`src/rtl/uart_pkg.sv`:
```
// Shared UART parity definitions: parity modes, minimum data width and helpers
// used by both the TX generator and the RX checker.
package uart_pkg;

    typedef enum logic [1:0] {
        PAR_EVEN  = 2'b00,
        PAR_ODD   = 2'b01,
        PAR_MARK  = 2'b10,
        PAR_SPACE = 2'b11
    } par_mode_e;

    localparam int MIN_DATA_WD = 5;

    // Callers zero-extend their data into the 16-bit argument; unused bits do not
    // disturb the XOR.
    function automatic logic exp_parity(input logic [15:0] data, input par_mode_e mode);
        logic p;
        case (mode)
            PAR_EVEN:  p = ^data;
            PAR_ODD:   p = ~(^data);
            PAR_MARK:  p = 1'b1;
            PAR_SPACE: p = 1'b0;
            default:   p = 1'b0;
        endcase
        return p;
    endfunction

    function automatic logic [3:0] clamp_len(input logic [3:0] len, input int max_wd);
        logic [3:0] r;
        if (int'(len) < MIN_DATA_WD)
            r = 4'(MIN_DATA_WD);
        else if (int'(len) > max_wd)
            r = 4'(max_wd);
        else
            r = len;
        return r;
    endfunction

endpackage

```
`src/rtl/parity_rx_chk.sv`:
```
// Bit-serial RX parity checker: frame FSM, running XOR accumulator, bit counter
// and a saturating parity-error counter.
module parity_rx_chk
    import uart_pkg::*;
#(
    parameter int CNT_WD = 8
) (
    input  logic              clk,
    input  logic              rst_n,
    input  logic              par_en,
    input  par_mode_e         par_mode,
    input  logic [3:0]        data_len,
    input  logic              frame_start,
    input  logic              bit_strobe,
    input  logic              bit_in,
    input  logic              err_clr,
    output logic              par_done,
    output logic              par_err,
    output logic [CNT_WD-1:0] err_count
);

    localparam logic [1:0] IDLE     = 2'd0;
    localparam logic [1:0] ACCUM    = 2'd1;
    localparam logic [1:0] WAIT_PAR = 2'd2;
    localparam logic [1:0] REPORT   = 2'd3;

    logic [1:0] state;
    logic       acc;
    logic [3:0] cnt;
    logic       en_s;
    par_mode_e  mode_s;
    logic [3:0] len_s;
    logic       mismatch;

    // frame_start overrides every state, so an abort never reaches REPORT.
    always_ff @(posedge clk) begin
        if (!rst_n) begin
            state    <= IDLE;
            acc      <= 1'b0;
            cnt      <= 4'd0;
            en_s     <= 1'b0;
            mode_s   <= PAR_EVEN;
            len_s    <= 4'(MIN_DATA_WD);
            mismatch <= 1'b0;
        end else if (frame_start) begin
            state  <= ACCUM;
            acc    <= 1'b0;
            cnt    <= 4'd0;
            en_s   <= par_en;
            mode_s <= par_mode;
            len_s  <= data_len;
        end else begin
            case (state)
                ACCUM: begin
                    if (bit_strobe) begin
                        acc <= acc ^ bit_in;
                        cnt <= cnt + 4'd1;
                        if (cnt + 4'd1 == len_s)
                            state <= en_s ? WAIT_PAR : IDLE;
                    end
                end
                WAIT_PAR: begin
                    if (bit_strobe) begin
                        mismatch <= (bit_in != exp_parity({15'd0, acc}, mode_s));
                        state    <= REPORT;
                    end
                end
                REPORT:  state <= IDLE;
                default: state <= IDLE;
            endcase
        end
    end

    assign par_done = (state == REPORT);
    assign par_err  = par_done & mismatch;

    always_ff @(posedge clk) begin
        if (!rst_n)
            err_count <= '0;
        else if (err_clr)
            err_count <= '0;
        else if (par_err && (err_count != {CNT_WD{1'b1}}))
            err_count <= err_count + 1'b1;
    end

endmodule

```
`src/rtl/parity_engine.sv`:
```
// UART parity unit: registered TX parity generator with runtime data length,
// plus an independent bit-serial RX parity checker.
module parity_engine
    import uart_pkg::*;
#(
    parameter int MAX_WD = 9,
    parameter int CNT_WD = 8
) (
    input  logic              CLK,
    input  logic              RST,
    input  logic              PAR_EN,
    input  logic [1:0]        PAR_MODE,
    input  logic [3:0]        DATA_LEN,
    input  logic [MAX_WD-1:0] P_DATA,
    input  logic              Data_Valid,
    output logic              par_bit,
    output logic              par_valid,
    input  logic              frame_start,
    input  logic              bit_strobe,
    input  logic              bit_in,
    output logic              par_done,
    output logic              par_err,
    input  logic              err_clr,
    output logic [CNT_WD-1:0] err_count
);

    logic [3:0]        len_eff;
    logic [MAX_WD-1:0] masked;
    logic [MAX_WD-1:0] tx_data;
    logic              tx_en;
    par_mode_e         tx_mode;
    logic              tx_load;

    assign len_eff = clamp_len(DATA_LEN, MAX_WD);

    always_comb begin
        masked = '0;
        for (int i = 0; i < MAX_WD; i++)
            if (i < int'(len_eff))
                masked[i] = P_DATA[i];
    end

    // Stage 1 snapshots the word and config; stage 2 publishes the parity bit.
    always_ff @(posedge CLK) begin
        if (!RST) begin
            tx_load   <= 1'b0;
            tx_en     <= 1'b0;
            tx_mode   <= PAR_EVEN;
            tx_data   <= '0;
            par_bit   <= 1'b0;
            par_valid <= 1'b0;
        end else begin
            tx_load   <= Data_Valid;
            par_valid <= tx_load & tx_en;
            if (Data_Valid) begin
                tx_en   <= PAR_EN;
                tx_mode <= par_mode_e'(PAR_MODE);
                tx_data <= masked;
            end
            if (tx_load)
                par_bit <= tx_en ? exp_parity(16'(tx_data), tx_mode) : 1'b0;
        end
    end

    parity_rx_chk #(
        .CNT_WD(CNT_WD)
    ) u_rx_chk (
        .clk        (CLK),
        .rst_n      (RST),
        .par_en     (PAR_EN),
        .par_mode   (par_mode_e'(PAR_MODE)),
        .data_len   (len_eff),
        .frame_start(frame_start),
        .bit_strobe (bit_strobe),
        .bit_in     (bit_in),
        .err_clr    (err_clr),
        .par_done   (par_done),
        .par_err    (par_err),
        .err_count  (err_count)
    );

endmodule

```
`config.mk`:
```
export PLATFORM = sky130hd
export DESIGN_NAME = parity_engine
export DESIGN_NICKNAME = d
export VERILOG_FILES = /design/src/rtl/uart_pkg.sv /design/src/rtl/parity_rx_chk.sv /design/src/rtl/parity_engine.sv
export SDC_FILE = /design/constraint.sdc
export NUM_CORES = 1
export LEC_CHECK = 0
export ABC_AREA = 1
export ABC_CLOCK_PERIOD_IN_PS = 2140
export CORE_MARGIN = 1
export CORE_UTILIZATION = 50
export CTS_BUF_LIST = sky130_fd_sc_hd__clkbuf_4 sky130_fd_sc_hd__clkbuf_8 sky130_fd_sc_hd__clkbuf_16
export DETAILED_ROUTE_END_ITERATION = 10
export PLACE_DENSITY_LB_ADDON = 0.12
export RECOVER_POWER = 100
export SKIP_LAST_GASP = 1
export SYNTH_ARGS = -nofsm -noshare
export SYNTH_HDL_FRONTEND = slang
export SYNTH_SLANG_ARGS = --single-unit
```
`constraint.sdc`:
```
create_clock -name CLK -period 2.14 [get_ports CLK]
set_input_delay 0.321 -clock CLK [delete_from_list [all_inputs] [get_ports CLK]]
set_output_delay 0.321 -clock CLK [all_outputs]
set_load 0.02 [all_outputs]
```
; ---- After elaboration in Yosys (flattened, before gate mapping)
; Index checks and enable logic that the tools add are counted.
[totals]
inputBits = 23
out_inout_bits = 12
register_bits = 38
word_cells = 88
[classes]
addsub = 2
bitwise = 7
eq_ne = 18
reduce_logical = 11
mux = 24
order_cmp = 11
[op_table]
columns = cell, count
row1 = 16-bit parity, 2
row2 = 3-bit by 4-bit less-than comparator with 1-bit output (first input constant), 4
row3 = 1-bit 2-to-1 mux, 15
row4 = 2-bit == test (second input constant), 6
row5 = 3-bit AND reduction, 3
row6 = 8-bit by 1-bit adder with 8-bit output (second input constant), 1
row7 = 1-bit by 4-bit less-than comparator with 1-bit output (first input constant), 2
row8 = 2-bit by 4-bit less-than comparator with 1-bit output (first input constant), 2
row9 = 2-bit 2-to-1 mux, 4
row10 = 4-bit 2-to-1 mux, 2
row11 = 8-bit != test (second input constant), 1
row12 = 1-bit one-hot mux with 4 select lines, 2
row13 = 2-bit by 1-bit == test with 1-bit output (second input constant), 3
row14 = 3-bit != test (second input constant), 2
row15 = 4-bit by 1-bit adder with 4-bit output (second input constant), 1
row16 = 4-bit == test, 1
row17 = 4-bit > comparator (second input constant), 1
row18 = 2-bit zero test, 2
row19 = 4-bit by 3-bit less-than comparator with 1-bit output (second input constant), 1
row20 = 4-bit less-than comparator (first input constant), 1
row21 = 2-bit != test (second input constant), 2
row22 = 1-bit inverter, 4
row23 = 2-bit one-hot mux with 2 select lines, 1
row24 = 2-bit OR reduction, 2
row25 = 7 further kinds, 8

; ---- Logic depth before layout (Yosys ltp)
; Gate-level depths: netlist of run 1.
[depth]
ltp_word = 8
ltp_mapped = 12
depth_no_buf = 12

; ---- Modules after synthesis
; Synthesis of run 1 repeated with hierarchy kept, for this count alone.
[unflattened]
hier_cells = 306
hier_area_um2 = 2057.0
[by_module_without_submodules]
columns = mod, cells_per_inst, area_per_inst_um2, instances, seq_area_each_um2
row1 = parity_rx_chk, 168, 1181.1, 1, 460.4
row2 = parity_engine, 138, 875.8, 1, 300.3

; ---- Worst setup path after synthesis of run 1
; OpenSTA, ideal clock, no wires.
[synth_path]
path_type = reg2reg
startpoint = register u_rx_chk.err_count[0]
endpoint = register u_rx_chk.err_count[7]
t_arrival_ns = 1.468
setup_slack_ns = 0.556
path_stages_with_launch = 10
required_time_ns = 2.025
period_less_slack_ns = 1.584
setup_time_ns = 0.115
n_path_buf = 0
cell_sequence = dfxtp_1 -> ha_1 -> nand3_1 -> nor2_2 -> a21oi_4 -> nand4_2 -> nor2_2 -> nand2_1 -> o21ai_2 -> nor2_1
[synth_via]
elab_chain_len = 2
word_cells_on_any_way = 3
cone_classes = add/sub: 1 / eq/ne: 1 / reduce/logical: 1
[synth_lines]
columns = item, line
row1 = start: declaration, parity_rx_chk.sv:19  ; output logic [CNT_WD-1:0] err_count
row2 = start signal: assignment, parity_rx_chk.sv:83  ; err_count <= err_count + 1'b1;
row3 = "parallel branches: the longest is 2 deep, another holds 8-bit by 1-bit adder with 8-bit output", -
; Several ways; the timed one is not identified.
; A chain may end at the register's enable or synchronous reset.

; ---- Worst setup path in the final report of run 1
[layout_path]
startpoint = register u_rx_chk.state[1]
endpoint = output par_err
[layout_via]
elab_chain_len = 2
[layout_lines]
columns = item, line
row1 = start: declaration, parity_rx_chk.sv:27  ; logic [1:0] state;
row2 = start signal: assignment, parity_rx_chk.sv:59  ; state <= en_s ? WAIT_PAR : IDLE;
row3 = 2-bit == test, parity_rx_chk.sv:74  ; assign par_done = (state == REPORT);
row4 = 1-bit AND, parity_rx_chk.sv:75  ; assign par_err = par_done & mismatch;
row5 = end: declaration, parity_engine.sv:22  ; output logic par_err,
; Every way passes these cells.

==> flow_results.org, run 1 <==
** STA
- Final critical-path share of the clock period :: 93.3%
- The smallest clock period supported by the final layout is computed as 2.00 ns.
- The max-slew violation count is 0.
- In the final timing run, aggregate negative setup slack is 0 ns.
- On the final layout, the worst clock skew is 0.0153 ns.
- Measured against its own limit, the worst slew margin works out to 65.1%.
- The number of failing hold endpoints at the final stage came to 0.
- Max Fclk :: 501 MHz
- At the pin with the least slew margin, the transition time is 0.523 ns.
- Setup repair after global routing left no endpoint under its margin.
- Setup violations remaining at the end of the flow were counted as 0.

** Global routing
- Total global routing track utilization :: 20.8%
- Entering global routing, the biggest net connects 15 pins.
- After global routing the overflow that remains totals 0.
- Antenna violations before repair :: 0
- The number of global-route vias before repair is 1,391.
- The first global-routing pass estimated 5770 um of wire.

** Cells and area
- The repair_antennas step left the layout with diodes totalling 0.
- For this run, the post-layout net count is 315.
- Post-route cell area :: 0.00225 mm2
- Share of post-route cells with drive strength above 1 :: 4.17%
- From synthesis to final layout, the design area changed by 25.3%.

** Route
- For this run, design rule violations remaining after detail routing come to 0.
- Number of vias in the routed layout :: 1,592
- Detailed-route vias per instance :: 4.77
- Routed wire per std cell :: 10.4 um
- Wires add up to 3480 um.
- In this run, the number of DRC markers left after iteration 0 of detailed routing was 51.
- In this run the remaining antenna-violating nets after routing total 0.
- The first detailed-routing pass took 4 iterations.

** Synthesis
- Averaged over all synthesized cells, the footprint is 7.25 um2.
- Post-synthesis net count :: 276
- Counting flops with an async set or reset pin after synthesis yields a share of 0%.
- Number of standard cells after synthesis :: 248
- In this run the cell area of the synthesized design comes to 0.00180 mm2.
- Count of synthesis-stage warnings from yosys :: 0
- In the synthesized netlist the dominant register cell turns out to be sky130_fd_sc_hd__dfxtp_1.
- Count of flip-flops with a built-in enable after synthesis :: 0
- Number of synthesized register bits :: 38
- Sequential cells were found to cover 42.3% of the synthesized design area.
- Unique cell type count in the Yosys netlist :: 26

** Power
- Peak supply drop :: 0.435 mV
- Static leakage :: 1.02 nW
- Dividing total power by cell area gives a power density of 632 mW/mm2.

** Placement
- HPWL after detailed placement :: 2720 um
- Summing all placed instances gives a cell area of 0.00219 mm2.
- Gp weighted congestion :: 0.783
- Number of input and output port buffers inserted :: 34

** Die
- Y dimension of the die :: 62.0 um
- 35 I/O pins were placed.
- Placement Rows :: 21
- The initial utilization of the core area, before any placement, comes to 53.1%.
- Die area :: 0.00384 mm2
- Core area :: 0.00339 mm2
- Measured along the x axis, the die boundary spans 62.0 um.

** CTS
- Num Clock Sinks :: 38
- TritonCTS built the clock tree.
- Clock latency on the worst-skew pair, taken at its later pin, is 0.35 ns.
- Hold bufs inserted after CTS :: 0
- Counting the buffers created by CTS gives 5.
- Resize count post-CTS :: 0
- Htree depth :: 2
- The clock passes through at most 2 buffers.
- Clock-pin slew was measured on the worst setup and hold paths at 0.12 ns.
- Cell chosen for the clock root :: sky130_fd_sc_hd__clkbuf_4
- The number of setup buffers added after CTS is 0.

** Setup path
- In this run the worst path has a maximum fanout of 4.
- Data arrives at the worst endpoint at 1.68 ns.
- The worst setup path is launched from a flip-flop.
- Data required time of the critical path :: 1.82 ns
- The largest single stage delay on the critical path is 0.59 ns.
- Critical path class :: reg2out
- Worst setup EP type :: output port
- The slowest stage of the critical path belongs to the cell sky130_fd_sc_hd__clkdlybuf4s50_1.
- Walking the worst path, the cells encountered are ha_1 > nand2_1 > inv_1 > clkdlybuf4s50_1.

** Flow run
- Total of max-cap violations :: 0

** Run status
- The run finished with clean final reports.

** Min path
- Hold WC Path Type :: reg2reg
metal layers:
metal	wire length [um]	global-route usage (%)	part of all wire (%)	vias up
met4	24	8.89	0.69	0
met5	0	0	0	-
met1	1700	25.8	49	693
li1	-	-	-	877
met3	92	4.97	2.6	2
met2	1660	34.2	48	20
path summary, 6_finish.rpt:
check	startpoint	end	slack [ns]	cells past startpoint
max	u_rx_chk.state[1]$_SDFFE_PP0P_	par_err	0.14	4
min reg2reg	u_rx_chk.mode_s[0]$_SDFFE_PN0P_	u_rx_chk.mode_s[0]$_SDFFE_PN0P_	0.48	2
max reg2reg	u_rx_chk.err_count[0]$_SDFFE_PP0P_	u_rx_chk.err_count[7]$_SDFFE_PP0P_	0.38	9
min	u_rx_chk.mode_s[0]$_SDFFE_PN0P_	u_rx_chk.mode_s[0]$_SDFFE_PN0P_	0.48	2
metrics by stage:
stage	util [%]	hold WS, ns	total power, W	std cells	setup slack, ns
4_1_cts	67.1	0.479	0.00144	334	0.111
3_5_place_dp	64.7	0.459	0.000956	326	0.422
6_report	66.5	0.476	0.00143	334	0.142
3_3_place_gp	64.7	0.457	0.000952	326	0.482
2_1_floorplan	-	0.429	0.000878	248	0.556
5_1_grt	66.5	0.485	0.00151	334	0.0257
report_power, final:
group          internal [W]  leakage (nW)  switching [W]  total, W
Combinational     0.0000855         0.673       0.000100  0.000185
Clock              0.000245        0.0374       0.000244  0.000489
Sequential         0.000735         0.311      0.0000162  0.000751
Total               0.00107          1.02       0.000360   0.00143
synth_stat cells (all sizes together) (3+ instances only):
master	n	area share (%)
clkbuf	3	0.63
o21ai	20	5.8
a21oi	24	7.3
ha	5	3.5
inv	40	8.3
xnor2	3	1.5
dfxtp	38	42
nor2	18	4.3
nand3	15	4.2
xor2	5	2.4
nand4	3	1.4
nand2	62	13
sequential cells by signal, indices dropped and copies added, names as in the netlist:
register	cells
tx_en	1
tx_mode	2
tx_data	9
u_rx_chk.en_s	1
u_rx_chk.mismatch	1
u_rx_chk.acc	1
u_rx_chk.len_s	4
par_valid	1
par_bit	1
u_rx_chk.mode_s	2
u_rx_chk.state	2
u_rx_chk.err_count	8
u_rx_chk.cnt	4
tx_load	1
cell type report:
type	count	area (um2)
clock buffer	5	37.5
clock inverter	3	45.0
fill	285	1130
inverter	40	150
multi-input combinational	167	860
sequential	38	761
tap	46	57.6
timing repair buffer	35	344
worst max-delay path: cells and delay by family (launching register included):
| kind | cells | cell delay (ns) |
|---|---|---|
| adders and majority gates | 1 | 0.18 |
| buffers and inverters | 2 | 0.66 |
| DFF | 1 | 0.40 |
| and+or+nand+nor | 1 | 0.10 |
placed cells by master (no fill, tap or decap), types with 2 or more instances in the layout:
| master | n |
|---|---|
| sky130_fd_sc_hd__nand2_1 | 60 |
| sky130_fd_sc_hd__inv_1 | 40 |
| sky130_fd_sc_hd__dfxtp_1 | 38 |
| sky130_fd_sc_hd__a21oi_1 | 23 |
| sky130_fd_sc_hd__clkdlybuf4s50_1 | 21 |
| sky130_fd_sc_hd__o21ai_0 | 20 |
| sky130_fd_sc_hd__nor2_1 | 17 |
| sky130_fd_sc_hd__nand3_1 | 15 |
| sky130_fd_sc_hd__dlygate4sd3_1 | 13 |
| sky130_fd_sc_hd__xor2_1 | 5 |
| sky130_fd_sc_hd__ha_1 | 5 |
| sky130_fd_sc_hd__clkbuf_4 | 5 |
| sky130_fd_sc_hd__xnor2_1 | 3 |
| sky130_fd_sc_hd__nand4_1 | 3 |
| sky130_fd_sc_hd__o2111ai_1 | 2 |
| sky130_fd_sc_hd__o21bai_1 | 2 |
| sky130_fd_sc_hd__o22ai_1 | 2 |
| sky130_fd_sc_hd__a211oi_1 | 2 |
| sky130_fd_sc_hd__clkinvlp_4 | 2 |
cells by family after synthesis:
kind of cell,synth area share (%)
adder cells (fa/ha/maj),3.48
XOR/XNOR,3.89
AND/OR/NAND/NOR,23.8
AO/OA/AOI/OAI,17.6
flip-flops,42.3
buffers and inverters,8.97
Note: power is estimated with default switching activity, not from simulation.
==> run 2, diff against run 1 <==
Settings changed: SLEW_MARGIN from default to 20.
==> results of run 2 <==
The final DEF is identical to that of run 1; final timing and power are the same.
==> run 3, diff against run 2 <==
Settings changed: ABC_CLOCK_PERIOD_IN_PS 2140 to 2580, RECOVER_POWER 100 to default.
Clock period 2.14 ns to 2.58 ns, I/O delays scaled along.
==> run 3 against run 2 <==
Effect of this change:
- combinational power fell by 15%
- first-iteration DRC count grew 5.9%
- cell area up 2.2%
- global-route usage is 1.1 points higher
- non-clock buffer count stayed put
- routed wire length up 3.7%
- sequential power decreased by 17%
- hold slack improved by 0.00052 ns
- power fell by 8.1%
- critical path depth is the same
- clock-buffer cell count increased by 1
- critical path type unchanged
- largest cell class unchanged
==> flow_results.org, run 3 (synthesis results as in run 1) <==
** Global routing
- The total track usage was 21.9% (was 20.8%).
- Global-route wire length before repair :: 6050 um (was 5770 um)
- Via count of the first global-routing pass :: 1,426 (was 1,391)
- The initial antenna violation count is 0 (unchanged).
- The final global-route overflow total is 0 (unchanged).
- Pin count of the biggest net entering global routing :: 16 (was 15)

** Placement
- Worst Setup Slack post-DPL :: 0.639 ns (was 0.422 ns)
- The final estimated routing congestion in global placement came to 0.803 (was 0.783).
- Number of input and output port buffers inserted :: 34 (unchanged)
- HPWL after detailed placement :: 2730 um (was 2720 um)
- The standard cell area after detailed placement came to 0.00219 mm2 (unchanged).

** Die
- Number of ports placed on the die boundary :: 35 (unchanged)
- The placeable core region is 0.00339 mm2 (unchanged).
- The die area came to 0.00384 mm2 (unchanged).
- Y dimension of the die :: 62.0 um (unchanged)
- Die extent in x :: 62.0 um (unchanged)
- The starting density of the core is 53.1% (unchanged).
- The number of placement rows came to 21 (unchanged).

** Cells and area
- The register bank with the most flops is tx_data (unchanged).
- Nets :: 315 (unchanged)
- Registers with the most flip-flops: tx_data (9), u_rx_chk.err_count (8) (unchanged).
- The post-route cell area is 0.00230 mm2 (was 0.00225 mm2).
- Area delta synth->final :: 28.1% (was 25.3%)
- The most common library cell in the layout ignoring fill and taps is sky130_fd_sc_hd__nand2_1 (unchanged).
- Top library cells by usage in the layout, fill and taps aside: sky130_fd_sc_hd__nand2_1 (60), sky130_fd_sc_hd__inv_1 (40), sky130_fd_sc_hd__dfxtp_1 (38) (unchanged).
- Number of flip-flops in the largest register :: 9 (unchanged)
- The number of inserted diodes came to 0 (unchanged).
- Share of post-route cells with drive strength above 1 :: 6.25% (was 4.17%)

** STA
- Max Fclk :: 487 MHz
- The setup-violating endpoint count in the final report was 0 (unchanged).
- The max-slew violation count is 0 (unchanged).
- The number of failing hold endpoints at the final stage came to 0 (unchanged).
- PnR worst setup slack :: 0.527 ns (was 0.142 ns)
- Final critical-path share of the clock period :: 79.6%
- The setup TNS came to 0 ns (unchanged).
- The slew at the pin closest to its max-slew limit came to 0.377 ns (was 0.523 ns).
- Final worst path period need :: 2.05 ns
- RSZ-0062 raised after global routing :: no (unchanged)
- Worst clock skew :: 0.0193 ns (was 0.0153 ns)
- Worst relative slew slack :: 74.8% (was 65.1%)

** Power
- The largest voltage drop on the vdd net was 0.586 mV (was 0.435 mV).
- The total leakage power came to 1.02 nW (about the same).
- Design Power :: 0.00131 W (was 0.00143 W)
- The power density normalized to cell area was 568 mW/mm2 (was 632 mW/mm2).

** Setup path
- Slowest Stage Delay on Critical Path :: 0.59 ns (about the same)
- Slowest cell on the critical path :: sky130_fd_sc_hd__clkdlybuf4s50_1 (unchanged)
- Count of cell instances traversed by the critical path :: 4 (unchanged)
- The critical path startpoint category is a flip-flop (unchanged).
- Critical path data arrival time :: 1.67 ns (was 1.68 ns)
- The terminus of the critical flop-to-flop path is u_rx_chk.err_count[7]$_SDFFE_PP0P_ (unchanged).
- CP cell instances: ha_1 > nand2_1 > inv_1 > clkdlybuf4s50_1 (unchanged).
- The type of destination of the critical path is an output port (unchanged).
- The number of buffers and inverters on the critical path is 2 (unchanged).
- The setup slack of the most critical reg-to-reg path was 0.93 ns (was 0.38 ns).
- End point of the critical path :: par_err (unchanged)
- Data required time of the critical path :: 2.19 ns (was 1.82 ns)
- The peak fanout along the critical path was 4 (unchanged).
- The startpoint of the lowest-slack register-to-register path is u_rx_chk.err_count[0]$_SDFFE_PP0P_ (unchanged).
- Critical path class :: reg2out (unchanged)
- Source of the critical timing path :: u_rx_chk.state[1]$_SDFFE_PP0P_ (unchanged)
- The path depth of the worst reg2reg path is 9 (unchanged).
- The cell class contributing the biggest share of worst-path delay was buffers and inverters (unchanged).

** Route
- The average wire per standard cell came to 10.8 um (was 10.4 um).
- The number of DRC violations after detailed-routing iteration 0 came to 54 (was 51).
- Antenna-violating nets left :: 0 (unchanged)
- Total Routed Length :: 3610 um (was 3480 um)
- Number of vias in the routed layout :: 1,615 (was 1,592)
- Detailed-route vias per instance :: 4.84 (was 4.77)
- The length of the first detailed-routing pass in iterations was 4 (unchanged).
- Residual DRC count :: 0 (unchanged)

** Min path
- The type of the worst min-delay path is reg2reg (unchanged).

** CTS
- The number of clock sinks seen by CTS is 38 (unchanged).
- Clock transition at the registers of the reported paths :: 0.11 ns (was 0.12 ns)
- CTS Buffer Depth :: 2 (unchanged)
- Number of post-CTS setup repair buffers :: 0 (unchanged)
- TritonCTS clock tree :: done (unchanged)
- Cell chosen for the clock root :: sky130_fd_sc_hd__clkbuf_4 (unchanged)
- Total clock buffers created by CTS :: 5 (unchanged)
- Resize count post-CTS :: 0 (unchanged)
- Hold bufs inserted after CTS :: 0 (unchanged)
- Htree depth :: 2 (unchanged)
- Clock Latency Late Sink :: 0.36 ns (was 0.35 ns)

** Run status
- Status: finished clean (unchanged).

** Flow run
- The max-capacitance violation count came to 0 (unchanged).
[run 3: metal layers]
| metal | GRT usage, % | share of wire (%) | up-vias |
|---|---|---|---|
| met5 | 0 | 0 | - |
| met4 | 6.67 | 1.4 | 0 |
| met3 | 6.83 | 2.9 | 6 |
| met2 | 37.4 | 46 | 17 |
| met1 | 26.1 | 50 | 708 |
| li1 | - | - | 884 |
[run 3: worst min path at each step]
stage / slack [ns] / cells past startpoint / endpoint / from
2_1_floorplan: 0.43 / 2 / par_valid$_SDFF_PN0_ / tx_en$_SDFFE_PN0P_
3_3_place_gp: 0.46 / 2 / par_valid$_SDFF_PN0_ / tx_load$_SDFF_PN0_
3_5_place_dp: 0.46 / 2 / par_bit$_SDFFE_PN0P_ / par_bit$_SDFFE_PN0P_
4_1_cts: 0.48 / 2 / u_rx_chk.acc$_SDFFE_PP0P_ / u_rx_chk.acc$_SDFFE_PP0P_
5_1_grt: 0.50 / 2 / u_rx_chk.mode_s[0]$_SDFFE_PN0P_ / u_rx_chk.mode_s[0]$_SDFFE_PN0P_
6_report: 0.48 / 2 / u_rx_chk.mode_s[0]$_SDFFE_PN0P_ / u_rx_chk.mode_s[0]$_SDFFE_PN0P_
[run 3: area by class of cell]
class                      count  area (um2)
clock inverter                 2        60.1
timing repair buffer          35         348
fill                         291        1080
tap                           46        57.6
multi-input combinational    167         877
inverter                      40         150
sequential                    38         761
clock buffer                   6        51.3
[run 3: metrics by stage]
step	util [%]	hold slack, ns	std cells
3_3_place_gp	64.7	0.459	326
5_1_grt	68.0	0.498	334
2_1_floorplan	-	0.429	248
6_report	68.0	0.476	334
4_1_cts	68.0	0.480	334
3_5_place_dp	64.7	0.460	326
[run 3: where the power goes]
group	internal (W)	switching, W
Sequential	0.000609	0.0000140
Clock	0.000328	0.000201
Combinational	0.0000728	0.0000848
[run 3: worst reg2reg max path, cell delays in order (launching register included)]
cell and delay (ns):
sky130_fd_sc_hd__dfxtp_1 0.38, sky130_fd_sc_hd__ha_1 0.25, sky130_fd_sc_hd__nand3_1 0.10, sky130_fd_sc_hd__nor2_2 0.06, sky130_fd_sc_hd__a21oi_4 0.22, sky130_fd_sc_hd__nand4_2 0.15, sky130_fd_sc_hd__nor2_2 0.15, sky130_fd_sc_hd__nand2_1 0.09
sky130_fd_sc_hd__o21ai_2 0.11, sky130_fd_sc_hd__nor2_1 0.05
